## src/rtl/exibidor_pkg.sv

```systemverilog
// Shared encodings, default timings and helpers for the LED sequence player.
// The optional off-gap phase is enabled with the EXIBIDOR_APAGADO_EN macro.
package exibidor_pkg;

  localparam int unsigned T_ACESO_DEF   = 1000;
  localparam int unsigned T_APAGADO_DEF = 500;
  localparam int unsigned EST_W         = 4;

  localparam logic [EST_W-1:0] ST_INICIAL = 4'd0;
  localparam logic [EST_W-1:0] ST_LE_MEM  = 4'd1;
  localparam logic [EST_W-1:0] ST_ACESO   = 4'd2;
  localparam logic [EST_W-1:0] ST_APAGADO = 4'd3;
  localparam logic [EST_W-1:0] ST_FIM     = 4'd4;

  typedef enum logic [EST_W-1:0] {
    INICIAL = ST_INICIAL,
    LE_MEM  = ST_LE_MEM,
    ACESO   = ST_ACESO,
    APAGADO = ST_APAGADO,
    FIM     = ST_FIM
  } estado_t;

  function automatic int unsigned max_u(input int unsigned a, input int unsigned b);
    return (a > b) ? a : b;
  endfunction

endpackage

```

## src/rtl/exibidor_sequencia_temporizador.sv

```systemverilog
// Down-counting phase timer: load N-1 on state entry, fim flags the last cycle.
module temporizador #(
  parameter int unsigned W = 4
) (
  input  logic         clock,
  input  logic         reset,
  input  logic [W-1:0] valor,
  input  logic         carregar,
  input  logic         habilitar,
  output logic         fim
);

  logic [W-1:0] cnt_q, cnt_d;

  always_comb begin
    cnt_d = cnt_q;
    if (carregar) begin
      cnt_d = valor;
    end else if (habilitar && (cnt_q != '0)) begin
      cnt_d = cnt_q - W'(1);
    end
  end

  // fim is registered from the next count so it is valid in the first cycle of a phase
  always_ff @(posedge clock) begin
    if (!reset) begin
      cnt_q <= '0;
      fim   <= 1'b1;
    end else begin
      cnt_q <= cnt_d;
      fim   <= (cnt_d == '0);
    end
  end

endmodule

```

## src/rtl/exibidor_sequencia.sv

```systemverilog
// Plays ROM items 0..limite on the LEDs, each lit T_ACESO cycles, then pulses pronto.
// With EXIBIDOR_APAGADO_EN defined, each item is followed by a T_APAGADO dark gap.
module exibidor_sequencia
  import exibidor_pkg::*;
#(
  parameter int unsigned T_ACESO   = T_ACESO_DEF,
  parameter int unsigned T_APAGADO = T_APAGADO_DEF
) (
  input  logic       clock,
  input  logic       reset,
  input  logic       iniciar,
  input  logic [3:0] limite,
  input  logic [3:0] dado_memoria,
  output logic [3:0] endereco,
  output logic [3:0] leds,
  output logic       exibindo,
  output logic       pronto,
  output logic [3:0] db_estado
);

  localparam int unsigned TW = $clog2(max_u(T_ACESO, T_APAGADO) + 1);

  estado_t    estado_q, estado_d;
  logic [3:0] endereco_q, endereco_d;
  logic [3:0] limite_q, limite_d;
  logic       exibindo_q, pronto_q;
  logic       avancar;

  logic [TW-1:0] tmr_valor;
  logic          tmr_carregar;
  logic          tmr_habilitar;
  logic          tmr_fim;

  temporizador #(.W(TW)) u_temporizador (
    .clock     (clock),
    .reset     (reset),
    .valor     (tmr_valor),
    .carregar  (tmr_carregar),
    .habilitar (tmr_habilitar),
    .fim       (tmr_fim)
  );

  // Next-state, address and latched-limit logic
  always_comb begin
    estado_d   = estado_q;
    endereco_d = endereco_q;
    limite_d   = limite_q;
    avancar    = 1'b0;
    unique case (estado_q)
      INICIAL: begin
        if (iniciar) begin
          estado_d   = LE_MEM;
          endereco_d = '0;
          limite_d   = limite;
        end
      end
      LE_MEM: estado_d = ACESO;
      ACESO: begin
        if (tmr_fim) begin
`ifdef EXIBIDOR_APAGADO_EN
          estado_d = APAGADO;
`else
          avancar  = 1'b1;
`endif
        end
      end
      APAGADO: begin
        if (tmr_fim) avancar = 1'b1;
      end
      FIM: begin
        estado_d   = INICIAL;
        endereco_d = '0;
      end
      default: begin
        estado_d   = INICIAL;
        endereco_d = '0;
      end
    endcase
    // End of an item: stop at the latched limit, never wrap the address
    if (avancar) begin
      if (endereco_q == limite_q) begin
        estado_d = FIM;
      end else begin
        endereco_d = endereco_q + 4'd1;
        estado_d   = LE_MEM;
      end
    end
  end

  // Timer reloads on every state change with the duration of the state being entered
  always_comb begin
    tmr_carregar  = (estado_d != estado_q);
    tmr_habilitar = (estado_q == ACESO) || (estado_q == APAGADO);
    tmr_valor     = '0;
    case (estado_d)
      ACESO:   tmr_valor = TW'(T_ACESO - 1);
      APAGADO: tmr_valor = TW'(T_APAGADO - 1);
      default: tmr_valor = '0;
    endcase
  end

  always_ff @(posedge clock) begin
    if (!reset) begin
      estado_q   <= INICIAL;
      endereco_q <= '0;
      limite_q   <= '0;
      exibindo_q <= 1'b0;
      pronto_q   <= 1'b0;
    end else begin
      estado_q   <= estado_d;
      endereco_q <= endereco_d;
      limite_q   <= limite_d;
      exibindo_q <= (estado_d != INICIAL);
      pronto_q   <= (estado_d == FIM);
    end
  end

  // ROM data arrives one cycle after the address, so leds pass it straight through in ACESO
  assign leds      = (estado_q == ACESO) ? dado_memoria : 4'b0000;
  assign endereco  = endereco_q;
  assign exibindo  = exibindo_q;
  assign pronto    = pronto_q;
  assign db_estado = estado_q;

endmodule

```

## config.mk

```make
export PLATFORM = sky130hd
export DESIGN_NAME = exibidor_sequencia
export DESIGN_NICKNAME = d
export VERILOG_FILES = /design/src/rtl/exibidor_pkg.sv /design/src/rtl/exibidor_sequencia_temporizador.sv /design/src/rtl/exibidor_sequencia.sv
export SDC_FILE = /design/constraint.sdc
export NUM_CORES = 1
export LEC_CHECK = 0
export BUFFER_PORTS_ARGS = -buffer_cell sky130_fd_sc_hd__buf_2
export CORE_MARGIN = 3
export CORE_UTILIZATION = 55
export CTS_BUF_LIST = sky130_fd_sc_hd__clkbuf_4 sky130_fd_sc_hd__clkbuf_8 sky130_fd_sc_hd__clkbuf_16
export CTS_CLUSTER_SIZE = 16
export DETAILED_ROUTE_END_ITERATION = 7
export HOLD_SLACK_MARGIN = 0.03
export PLACE_DENSITY = 0.78
export SYNTH_ARGS = -nofsm -noshare
export SYNTH_HDL_FRONTEND = slang
export SYNTH_SLANG_ARGS = --single-unit
```

## constraint.sdc

```tcl
create_clock -name clock -period 2.7 [get_ports clock]
set_clock_uncertainty 0.2 [all_clocks]
set_input_delay 0.27 -clock clock [delete_from_list [all_inputs] [get_ports clock]]
set_output_delay 0.27 -clock clock [all_outputs]
set_load 0.02 [all_outputs]
```

======== Word-level counts from Yosys, hierarchy flattened ========
Cells that the tools add are included.
Widths: inputs -> output; s select.
cells by class
  add/subtract/negate cells ............... 2
  $mul .................................... 0
  div/mod/pow operators ................... 0
  $lt $le $gt $ge ......................... 0
  eq/ne operators ......................... 8
  shifts and indexed selects .............. 0
  muxes and demuxes ....................... 14
  bitwise gates (word level) .............. 0
  reduce and logical (&&, ||, !) cells .... 9
operator list
  operator               count
  $mux 4                 6
  $mux 10                2
  $pmux 10 s2            1
  $eq 4x2->1 const B     4
  $pmux 4 s3             1
  $logic_not 10->1       1
  $reduce_bool 10->1     1
  $sub 10x1->10 const B  1
  $pmux 4 s2             1
  $add 4x1->4 const B    1
  $eq 4x1->1 const B     1
  $eq 4x3->1 const B     1
  $eq 4x4->1             1
  $logic_not 4->1        1
  $ne 4x4->1             1
  $reduce_bool 4->1      1
  $mux 3                 1
  $reduce_or 3->1        1
  $mux 1                 2
  $reduce_and 2->1       1
  $reduce_or 2->1        1
  $logic_and 1x1->1      1
  $logic_or 1x1->1       1
word-level totals
  flip-flop bits (word level) ............. 25
  bits in latches ......................... 0
  memory bits (writable) .................. 0
  ROM bits ................................ 0
  input bits .............................. 11
  output and inout bits ................... 14
  word-level logic and storage cells ...... 40
  memories kept ........................... 0

======== Depth between registers and ports, before layout ========
  word-level depth ........................ 8
  mapped depth ............................ 7
  depth with buffers taken out ............ 7

======== By module ========
Synthesis repeated with hierarchy kept, for this count alone.
second synthesis, totals
  cells, all modules ...................... 166
  area, all modules ....................... 1,441.4 µm²
modules (own cells, without submodules)
  module              times used  cells each  area an instance (µm²)  sequential area each (µm²)
  temporizador        1           92          753.2                   220.2
  exibidor_sequencia  1           74          688.2                   280.3

======== Worst setup path before layout ========
OpenSTA, ideal clock, no wires.
  path type ............................... register -> register
  start point ............................. register estado_q[1], in the netlist db_estado[1]
  end point ............................... register u_temporizador.fim
  library setup time ...................... 0.093 ns
  arrival ................................. 1.912 ns
  required time ........................... 2.407 ns
  path slack .............................. 0.495 ns
  stages on the path, launching flop included .. 7
  buffers on the path ..................... 1
  clock period less this slack ............ 2.205 ns
  cells stage by stage .................... dfxtp_1 buf_4 or4b_1 o21a_1 a2111oi_1 nand4_1 o311ai_2
between the ends
  cells in the longest elaborated chain, start to end .. 8
  elaborated cells between the ends (all ways) .. 18
  classes of those cells .................. eq/ne (6); mux (7); reduce/logical (5)
RTL lines
  what                                  RTL line                                            text
  start: declaration                    exibidor_sequencia.sv:23                            estado_t estado_q, estado_d;
  start signal: assignment              exibidor_sequencia.sv:110                           estado_q <= estado_d;
  $eq 4x2->1                            exibidor_sequencia.sv:49, exibidor_sequencia.sv:93
  $reduce_or 2->1 (no source line)      n/a
  $pmux 4 s3 or $mux 1 (tied branches)  n/a
  $mux 4                                exibidor_sequencia.sv:80                            if (avancar) begin
  $eq 4x2->1                            exibidor_sequencia.sv:95                            case (estado_d)
  $pmux 10 s2                           exibidor_sequencia.sv:95
  $mux 10 *                             exibidor_sequencia_temporizador.sv:17               if (carregar) begin
  $logic_not 10->1 *                    exibidor_sequencia_temporizador.sv:31               fim <= (cnt_d == '0);
  end signal: assignment                exibidor_sequencia_temporizador.sv:31
  end: declaration                      exibidor_sequencia_temporizador.sv:10               output logic fim
Every way passes the cells marked *; elsewhere a longest branch is shown, timed or not.
A chain may end at the register's enable or synchronous reset.

======== Worst setup path in the final report ========
  start point ............................. register u_temporizador.cnt_q[0]
  end point ............................... register u_temporizador.fim
between the ends
  cells in the longest elaborated chain, start to end .. 5
  elaborated cells between the ends (all ways) .. 6
  classes of those cells .................. add/sub (1); mux (2); reduce/logical (3)
RTL lines
  what                                                   RTL line                               text
  start: declaration                                     exibidor_sequencia_temporizador.sv:13  logic [W-1:0] cnt_q, cnt_d;
  start signal: assignment                               exibidor_sequencia_temporizador.sv:30  cnt_q <= cnt_d;
  branches (longest 2 deep; another with $sub 10x1->10)  n/a
  $mux 10 *                                              exibidor_sequencia_temporizador.sv:19  end else if (habilitar && (cnt_q != '0)) begin
  $mux 10 *                                              exibidor_sequencia_temporizador.sv:17
  $logic_not 10->1 *                                     exibidor_sequencia_temporizador.sv:31
Mark *: on every way between the ends.

==> flow_summary.ini <==
[outcome]
status = completed

[detailed_routing]
routed_wl_mm = 3.26
wl_per_cell_um = 14.7
dr.pass1.iters = 4
final_antenna_net_count = 0
drcViolationCount = 0
vias_per_cell = 6.04
num_vias = 1340
drtIter0Drc = 47

[setup_path]
cp-endpoint = u_temporizador.fim
end_kind = flip-flop
critical_path_arrival_ps = 2520
reg2reg_from = u_temporizador.cnt_q[0]
r2r_slack_ps = 230
start_kind = flip-flop
reg2reg_depth = 7
worst-path-max-fanout = 7
worstPathRequired_ps = 2750
reg2reg_to = u_temporizador.fim
startpoint = u_temporizador.cnt_q[0]
worstSetupPathType = flip-flop to flip-flop

[global_routing]
grt_pass1_wl_mm = 5.43
grt-ovfl-total = 0
grt_pass1_vias = 1222
antenna_found_initial = 0
grt_usage = 0.204
grt_max_degree = 23

[timing]
relSlewSlack = 0.554
worst_slack_ps = 227
post-route-period-util = 0.916
worst_pin_slew_ps = 653
hold_viol_final = 0
fin_tns_setup_ps = 0
rsz0062_at_grt = false
max_freq_mhz = 404
setup_viol = 0
drv_slew = 0
min_period_ps = 2470

[power]
report.power.total_uw = 657
power_per_cell_area_nw_per_um2 = 391
p_leak_uw = 0.000716
ir_drop_v = 0.000367

[synth]
synth_edf_count = 0
synth_top_cell_by_area = dfxtp_1
netlist_instances = 163
synth_top_area_share = 0.347
yosys_register_bits = 25
synth_area_per_cell_um2 = 8.86
ys.flop_type = dfxtp_1
netlist_area_um2 = 1440
synth_cell_type_count = 49
yosys-top-cells-area = dfxtp_1 (35%), o21a_1 (4.7%), nor2b_1 (3.9%), mux2i_1 (3.5%), nor2_1 (3.4%)
yosys_warnings = 0
synthArstFlopShare = 0
synthesis.nets = 176
ys_seq_area_frac = 0.347

[clocking]
holdBufCountCts = 5
cts_setup_buffers = 0
clk_pin_slew_ps = 130
cts_sinks = 25
clock_path_buffers = 2
root_buffer = clkbuf_4
htreeDepth = 1
numCtsBuffers = 3
cts_tree = done
clock_latency_ps = 320
ctsResizeCount = 0

[floorplan]
rows = 17
dieArea_um2 = 3280
die_x_um = 57.2
die_h_um = 57.2
ios = 25
start_util = 0.617
core_um2 = 2340

[layout]
drive_gt1_frac = 0.211
final_cell_mix = dfxtp_1 (25), buf_2 (24), nor2_1 (13), nor2b_1 (9), o21a_1 (9)
diodes = 0
final_area_um2 = 1680
layout_commonest_cell = dfxtp_1
area_growth_pct = 16.3
multi_input_comb_area_um2 = 895
fill_cells = 192
seqCellArea_um2 = 500
final_nets = 208
final_core_util = 0.718

[worst_hold_path]
hp-class = input pin to flip-flop

[place]
place_congestion = 0.888
io_buffers = 24
pre_cts_slack_ps = 292
placed_cell_area_um2 = 1600
hpwl_mm = 2.38

[job]
max_cap_viol_count = 0
## cell usage after synthesis (all sizes together) (5+ instances only)
cell and number:
o21a 9, and2 6, nand2 6, nor3b 7, mux2i 5, xor2 5, dfxtp 25, nand3 6
nor3 5, a21oi 6, nor2 13, nor2b 9, inv 7, o21ai 6
## where the power goes
group / internal, µW / switching, µW / leakage (µW)
logic: 41.7 / 48.6 / 0.000495
clock network: 67.9 / 110 / 0.0000184
registers: 378 / 11.0 / 0.000203
## layout make-up
type,count,share of cell area
timing repair buffer,32,0.115
tap,28,0.0209
multi-input combinational,126,0.533
clock buffer,4,0.0179
sequential,25,0.298
inverter,7,0.0156
## how the worst min path moves through the flow
stage	to	slack, ps	from	depth (start not counted)
6_report	u_temporizador.fim	100	reset	2
5_1_grt	u_temporizador.fim	90	reset	2
4_1_cts	u_temporizador.fim	90	reset	2
3_5_place_dp	db_estado[1]	260	u_temporizador.fim	1
3_3_place_gp	db_estado[1]	250	u_temporizador.fim	1
2_1_floorplan	exibindo	200	iniciar	2
## registers in the layout (all words and copies together), names as in the netlist
register / count
limite_q: 4
u_temporizador.fim: 1
db_estado: 4
exibindo: 1
endereco: 4
pronto: 1
u_temporizador.cnt_q: 10
## logic make-up (layout without fill, tap and decap cells)
kind of cell               after synthesis  count (layout)  synth area share
and+or+nand+nor                         71              71             0.302
AOI/OAI and AO/OA                       38              38             0.205
DFF                                     25              25             0.347
buffers and inverters                   12              43            0.0338
xor gates and xnor gates                 7               7            0.0425
muxes                                    7               7            0.0503
adders and majority gates                2               2            0.0173
other                                    1               1           0.00260
## critical path: stages (launching register included)
cell and delay (ps):
dfxtp_1 390, inv_1 130, ha_1 240, nor3b_2 420
nand3_1 150, a2111oi_1 450, nand4_1 160, o311ai_2 250
## layer usage
metal,wire length [µm],part of all wire,up-vias,GRT usage
met5,0,0,-,0
met4,19,0.0058,0,0.0397
met3,251,0.077,5,0.0452
met2,1440,0.44,48,0.323
met1,1550,0.47,625,0.288
li1,-,-,662,-
## stage by stage
stage	hold WS, ps	std cells
after floorplan	197	163
after global placement	251	213
after detailed placement	263	213
after CTS	90.8	222
after global routing	92.0	222
final	99.3	222
Power figures use the tool's default switching activity.
